$ cat config.mk
export PLATFORM = sky130hd
export DESIGN_NAME = flat_serializer
export DESIGN_NICKNAME = d
export VERILOG_FILES = /design/src/rtl/flat_serializer.sv
export SDC_FILE = /design/constraint.sdc
export NUM_CORES = 1
export LEC_CHECK = 0
export BUFFER_PORTS_ARGS = -buffer_cell sky130_fd_sc_hd__buf_2
export CAP_MARGIN = 20
export CORE_MARGIN = 2
export CORE_UTILIZATION = 49
export DETAILED_ROUTE_END_ITERATION = 7
export PLACE_DENSITY = 0.86
export SYNTH_ARGS = -nofsm -noshare
export SYNTH_HDL_FRONTEND = slang
export SYNTH_SLANG_ARGS = --single-unit
$ cat constraint.sdc
create_clock -name clk -period 2.24 [get_ports clk]
set_input_delay 0.448 -clock clk [delete_from_list [all_inputs] [get_ports clk]]
set_output_delay 0.448 -clock clk [all_outputs]
set_load 0.01 [all_outputs]
$ cat src/rtl/flat_serializer.sv
// flat_serializer: captures a flattened ROWS x COLS array word and emits its
// elements one per transfer in row-major order, (0,0) taken from the MSBs.
`default_nettype none

module flat_serializer #(
  parameter int ROWS = 2,
  parameter int COLS = 3,
  parameter int W    = 8
) (
  input  logic                     clk,
  input  logic                     rst,
  input  logic                     in_valid,
  output logic                     in_ready,
  input  logic [ROWS*COLS*W-1:0]   in_flat,
  output logic                     out_valid,
  input  logic                     out_ready,
  output logic [W-1:0]             out_data,
  output logic [7:0]               out_row,
  output logic [7:0]               out_col,
  output logic                     out_last,
  output logic [15:0]              frame_count
);

  localparam int         N        = ROWS * COLS;
  localparam logic [7:0] LAST_ROW = 8'(ROWS - 1);
  localparam logic [7:0] LAST_COL = 8'(COLS - 1);

  typedef enum logic [0:0] {
    IDLE = 1'b0,
    SEND = 1'b1
  } state_t;

  state_t          state;
  logic [N*W-1:0]  cap;
  logic [15:0]     idx;
  logic [7:0]      nxt_row;
  logic [7:0]      nxt_col;
  logic            nxt_last;
  logic            accept;
  logic            xfer;

  // Element k sits at the k-th W-bit slot counting down from the MSB end.
  function automatic logic [W-1:0] elem(input logic [N*W-1:0] v, input logic [15:0] k);
    return v[(N - 1 - int'(k)) * W +: W];
  endfunction

  always_comb begin
    in_ready = (state == IDLE) || (out_last && out_ready);
    nxt_col  = (out_col == LAST_COL) ? 8'd0 : out_col + 8'd1;
    nxt_row  = (out_col == LAST_COL) ? out_row + 8'd1 : out_row;
    nxt_last = (nxt_row == LAST_ROW) && (nxt_col == LAST_COL);
  end

  assign accept = in_valid && in_ready;
  assign xfer   = out_valid && out_ready;

  always_ff @(posedge clk) begin
    if (rst) begin
      state       <= IDLE;
      cap         <= '0;
      idx         <= '0;
      out_valid   <= 1'b0;
      out_data    <= '0;
      out_row     <= '0;
      out_col     <= '0;
      out_last    <= 1'b0;
      frame_count <= '0;
    end else begin
      if (xfer && out_last) begin
        frame_count <= frame_count + 16'd1;
      end
      // In SEND an accept can only coincide with the final transfer.
      if (accept) begin
        state     <= SEND;
        cap       <= in_flat;
        idx       <= '0;
        out_valid <= 1'b1;
        out_data  <= elem(in_flat, 16'd0);
        out_row   <= '0;
        out_col   <= '0;
        out_last  <= (N == 1);
      end else if (xfer) begin
        if (out_last) begin
          state     <= IDLE;
          out_valid <= 1'b0;
        end else begin
          idx      <= idx + 16'd1;
          out_data <= elem(cap, idx + 16'd1);
          out_row  <= nxt_row;
          out_col  <= nxt_col;
          out_last <= nxt_last;
        end
      end
    end
  end

endmodule

`default_nettype wire

# Yosys cells after proc, flatten, opt, wreduce, memory -nomap -nowiden
# Cells that the tools add are included.
# totals
ff_bits,106
latchBits,0
ramBits,0
romBits,0
inputBits,52
out_inout_bits,43
elab_cells,41
n_memories,0
# classes
addsub,5
multipliers,0
n_div,0
magnitude_cmp,0
eq_ne,4
shifts,1
n_mux,9
n_bitwise,2
reduce_logical,12
# ops
cell,n
48-bit by 20-bit indexed part select with 8-bit output,1
8-bit 2-to-1 mux,5
16-bit by 1-bit adder with 16-bit output (second input constant),2
3-bit by 16-bit subtractor with 17-bit output (first input constant),1
8-bit by 1-bit adder with 8-bit output (second input constant),2
8-bit by 2-bit == test with 1-bit output (second input constant),2
8-bit by 1-bit == test with 1-bit output (second input constant),1
2-bit AND reduction,3
1-bit logical AND,5
1-bit 2-to-1 mux,4
2-bit nonzero test,2
2-bit by 1-bit inequality test with 1-bit output (second input constant),1
1-bit inverter,2
2-bit OR reduction,1
1-bit logical OR,1

# Logic depth before layout (Yosys ltp)
# depth
word_depth,6
ltp_mapped,8
depth_no_buf,8

# Worst setup path before layout
# Ideal clock, no wire load.
# synth_path
path_type,reg2reg
startpoint,register idx[0]
endpoint,register out_data[7]
setup_time_ps,124
t_arrival_ps,2013
t_required_ps,2116
setup_slack_ps,104
path_stages_with_launch,9
n_path_buf,1
period_less_slack_ps,2136
path_cell_list,dfxtp_1 -> ha_1 -> xor2_1 -> ha_1 -> clkbuf_1 -> mux4_2 -> inv_1 -> o22ai_1 -> o2bb2ai_1
# synth_between
elab_chain_cells,6
# synth_rtl
item,line_no,rtl
"start, declared",35,logic [15:0] idx;
"start signal, assigned",87,idx <= idx + 16'd1;
16-bit by 1-bit adder with 16-bit output,88,"out_data <= elem(cap, idx + 16'd1);"
3-bit by 16-bit subtractor with 17-bit output,44,return v[(N - 1 - int'(k)) * W +: W];
48-bit by 20-bit indexed part select with 8-bit output,44,
8-bit 2-to-1 mux,83,if (out_last) begin
8-bit 2-to-1 mux,82,end else if (xfer) begin
8-bit 2-to-1 mux,73,if (accept) begin
"end signal, assigned",78,"out_data <= elem(in_flat, 16'd0);"
"end signal, assigned",88,
"end, declared",17,"output logic [W-1:0] out_data,"
# No other way between the ends. The select of a mux whose other input is x is not followed.
# A chain may end at the register's enable or synchronous reset.

# Worst setup path in the final report
# layout_path
startpoint,register out_col[1]
endpoint,register out_last
# layout_between
elab_chain_cells,5
elab_cells_between_ends,8
cone_classes,add/sub (1); eq/ne (3); mux (3); reduce/logical (1)
# layout_rtl
item,line_no,rtl
"start, declared",19,"output logic [7:0] out_col,"
"start signal, assigned",90,out_col <= nxt_col;
8-bit by 1-bit adder with 8-bit output or 8-bit by 2-bit == test with 1-bit output (tied branches),"49, 50",
"8-bit 2-to-1 mux, on equally long branches","49, 50",
8-bit by 2-bit == test with 1-bit output or 8-bit by 1-bit == test with 1-bit output (tied branches),51,nxt_last = (nxt_row == LAST_ROW) && (nxt_col == LAST_COL);
1-bit logical AND *,51,
1-bit 2-to-1 mux *,83,
"end signal, assigned",81,out_last <= (N == 1);
"end signal, assigned",91,out_last <= nxt_last;
"end, declared",20,"output logic out_last,"
# Every way passes the cells marked *; elsewhere a longest branch is shown, timed or not.

==> metrics.md <==
| Metric | Value |
|---|---|
| Syn nets | `569` |
| Slew Viols, Final | `0` |
| Worst Hold Class | `in2reg` |
| Syn-to-layout area delta | `19.3%` |
| Post-DP HPWL | `7570 um` |
| WHS Endpoint | `cap[1]$_SDFFE_PP0P_` |
| Worst path bufs/invs | `0` |
| First-pass GRT wire length | `17,600 um` |
| Final Hold Vio Count | `0` |
| Final setup fails | `0` |
| Avg Vias per Cell | `5.53` |
| Cts hold-fix bufs | `0` |
| Root buf cell | `clkbuf_8` |
| Port buffer count | `94` |
| Setup TNS | `0 ns` |
| Period utilization | `0.918` |
| Total gr overflow | `0` |
| Final nets | `658` |
| Critical path's slowest cell | `or4b_4` |
| Number of synthesized flops with an enable pin | `0` |
| Post-CTS Setup Bufs | `0` |
| Worst R2R Start | `out_col[1]$_SDFFE_PP0P_` |
| Core Box Area | `0.00864 sq mm` |
| CP endpoint kind | `flop` |
| Max stage delay on crit path | `0.49 ns` |
| CTS H-tree depth | `3` |
| Area post-placement | `0.00492 sq mm` |
| Post-synthesis instance area | `0.00432 sq mm` |
| Share of cells above drive strength 1 | `0.226` |
| DIE WIDTH | `97.8 um` |
| CTS Buf Count | `9` |
| Vias | `3,941` |
| Post-synth top area cell | `dfxtp_1` |
| Starting density of the core | `0.500` |
| Pwr Total | `3.38 mW` |
| Post-route DRC | `0` |
| Final Skew | `0.00971 ns` |
| All-Layer GR Usage | `0.224` |
| Top FF cell, synth | `dfxtp_1` |
| Synth top area cells | `dfxtp_1 44%, nand2_1 10%, a21oi_1 7.0%` |
| Post-Syn Instances | `511` |
| Slack of the worst reg-to-reg path | `0.18 ns` |
| Hold depth | `3` |
| #FFs+latches synth | `95` |
| Crit Path Category | `reg2reg` |
| Pin count of the biggest net entering global routing | `74` |
| CTS clk-pin slew, worst paths | `0.10 ns` |
| Crit-path cells | `ha_1 -> or4b_4 -> nor2_2 -> nand2_1 -> a2111oi_2 -> a22o_1` |
| Slew @ Worst Pin | `0.736 ns` |
| Antenna violations before repair | `0` |
| CTS tree | `yes` |
| Mean Syn Cell Area | `8.44 sq um` |
| Synth unique cells | `43` |
| Most frequent cells after synthesis | `117 x nand2_1, 95 x dfxtp_1, 60 x a21oi_1` |
| Min Hold Slack | `0.313 ns` |
| Min-delay src | `in_flat[1]` |
| Crit path arrival time | `2.37 ns` |
| Worst endpoint required time | `2.56 ns` |
| Wire length per cell | `14.8 um` |
| DIE HEIGHT | `97.8 um` |
| Number of global-route vias before repair | `3,770` |
| Min Tclk post-route | `2.06 ns` |
| Yosys top cell area share | `0.441` |
| Max-cap check violation count | `0` |
| Die area | `0.00957 sq mm` |
| Fmax | `486 MHz` |
| Initial DRC Count | `160` |
| Post-synthesis sequential area ratio | `0.441` |
| Max Fanout on Critical Path | `7` |
| Async SR Flop Fraction | `0` |
| Worst setup SP type | `flop` |
| Worst flop-to-flop path endpoint | `out_last$_SDFFE_PP0P_` |
| Pwr dens | `657 mW/mm^2` |
| CTS Buffer Depth | `2` |
| WL final | `10,500 um` |
| Synthesis warning total | `0` |
| Static Leakage | `2.05 nW` |
| Sink Count | `95` |
| GPL Wtd Cong | `0.915` |
| DR pass1 iterations | `4` |
| Unrepaired setup endpoints after global routing | `false` |
| Antenna Cells | `0` |
| Final ANT Viol Nets | `0` |
| Maximum VDD drop | `330 uV` |
| Max-slew headroom | `0.509` |
| Crit-path leading delay family | `simple AND/OR/NAND/NOR gates` |
| IO Count | `95` |
| CTS resizes | `0` |
| FP Rows | `34` |
| Outcome | `finished, final reports clean` |
| Clock Latency Late Sink | `0.36 ns` |
| Most common cell in the netlist | `nand2_1` |
| Finished Cell Area | `0.00515 sq mm` |
| Cell count of the worst reg-to-reg path | `6` |
[power by group]
| group | switching, mW | leakage [nW] | internal [mW] |
|---|---|---|---|
| combinational | 0.180 | 1.17 | 0.135 |
| clock | 0.617 | 0.109 | 0.665 |
| sequential | 0.0358 | 0.774 | 1.75 |
[how the worst max path moves through the flow]
stage | depth (start not counted) | from | endpoint | slack (ns)
6_report | 6 | out_col[1]$_SDFFE_PP0P_ | out_last$_SDFFE_PP0P_ | 0.18
5_1_grt | 7 | idx[1]$_SDFFE_PP0P_ | out_data[7]$_SDFFE_PP0P_ | 0.08
4_1_cts | 6 | out_col[1]$_SDFFE_PP0P_ | out_last$_SDFFE_PP0P_ | 0.21
3_5_place_dp | 6 | out_ready | out_last$_SDFFE_PP0P_ | 0.17
3_3_place_gp | 6 | out_ready | out_last$_SDFFE_PP0P_ | 0.23
2_1_floorplan | 8 | idx[0]$_SDFFE_PP0P_ | out_data[7]$_SDFFE_PP0P_ | 0.10
[sequential cells by signal, summed over array words and instances, names as in the netlist]
register and count:
out_col 8, state 1, out_last 1, out_data 8, out_row 8, frame_count 16
cap 48, idx 5
[cell usage in the layout, fill, tap and decap left out, drive strengths merged, types with 9 or more instances in the layout]
| master | netlist | final |
|---|---|---|
| mux2i | 14 | 14 |
| nor2 | 37 | 37 |
| nand2 | 117 | 117 |
| inv | 12 | 13 |
| dfxtp | 95 | 95 |
| nand4 | 12 | 12 |
| nor3 | 9 | 9 |
| o22ai | 9 | 9 |
| a21oi | 60 | 60 |
| xor2 | 17 | 17 |
| xnor2 | 14 | 14 |
| clkbuf | 21 | 10 |
| buf | 8 | 107 |
[layout make-up]
cell class              instances  area [sq um]
inverters                      12          45.0
multi-input cells             375          2250
clock inverters                 6          92.6
repair buffers                107           581
fillers                       726          3490
well taps                     108           135
flip-flops and latches         95          1900
clock buffers                  10           138
[metal layers]
layer | vias to the layer above | part of all wire | wire length [um] | GRT usage
li1 | 1944 | - | - | -
met4 | 0 | 0.032 | 342 | 0.105
met5 | - | 0 | 0 | 0
met3 | 26 | 0.064 | 675 | 0.0666
met1 | 1849 | 0.42 | 4470 | 0.272
met2 | 122 | 0.48 | 5040 | 0.366
[logic make-up after synthesis]
logic type | Yosys count | synth area share
flip-flops | 95 | 0.441
multiplexers | 23 | 0.0768
AND/OR/NAND/NOR | 212 | 0.223
adder cells (fa/ha/maj) | 6 | 0.0174
buffers and inverters | 41 | 0.0368
AO/OA/AOI/OAI | 103 | 0.143
XOR/XNOR | 31 | 0.0629
[tightest hold or removal path: stages]
cell	delay (ns)
buf_2	0.09
nand2_1	0.04
a21oi_1	0.05
[through the flow]
| stage | worst slack, ns | utilization | instances |
|---|---|---|---|
| after global placement | 0.232 | 0.569 | 697 |
| after floorplan | 0.104 | - | 511 |
| after detailed placement | 0.173 | 0.569 | 697 |
| after global routing | 0.0796 | 0.596 | 713 |
| after CTS | 0.206 | 0.596 | 713 |
| final | 0.184 | 0.596 | 713 |
(Power assumes the default switching activity.)
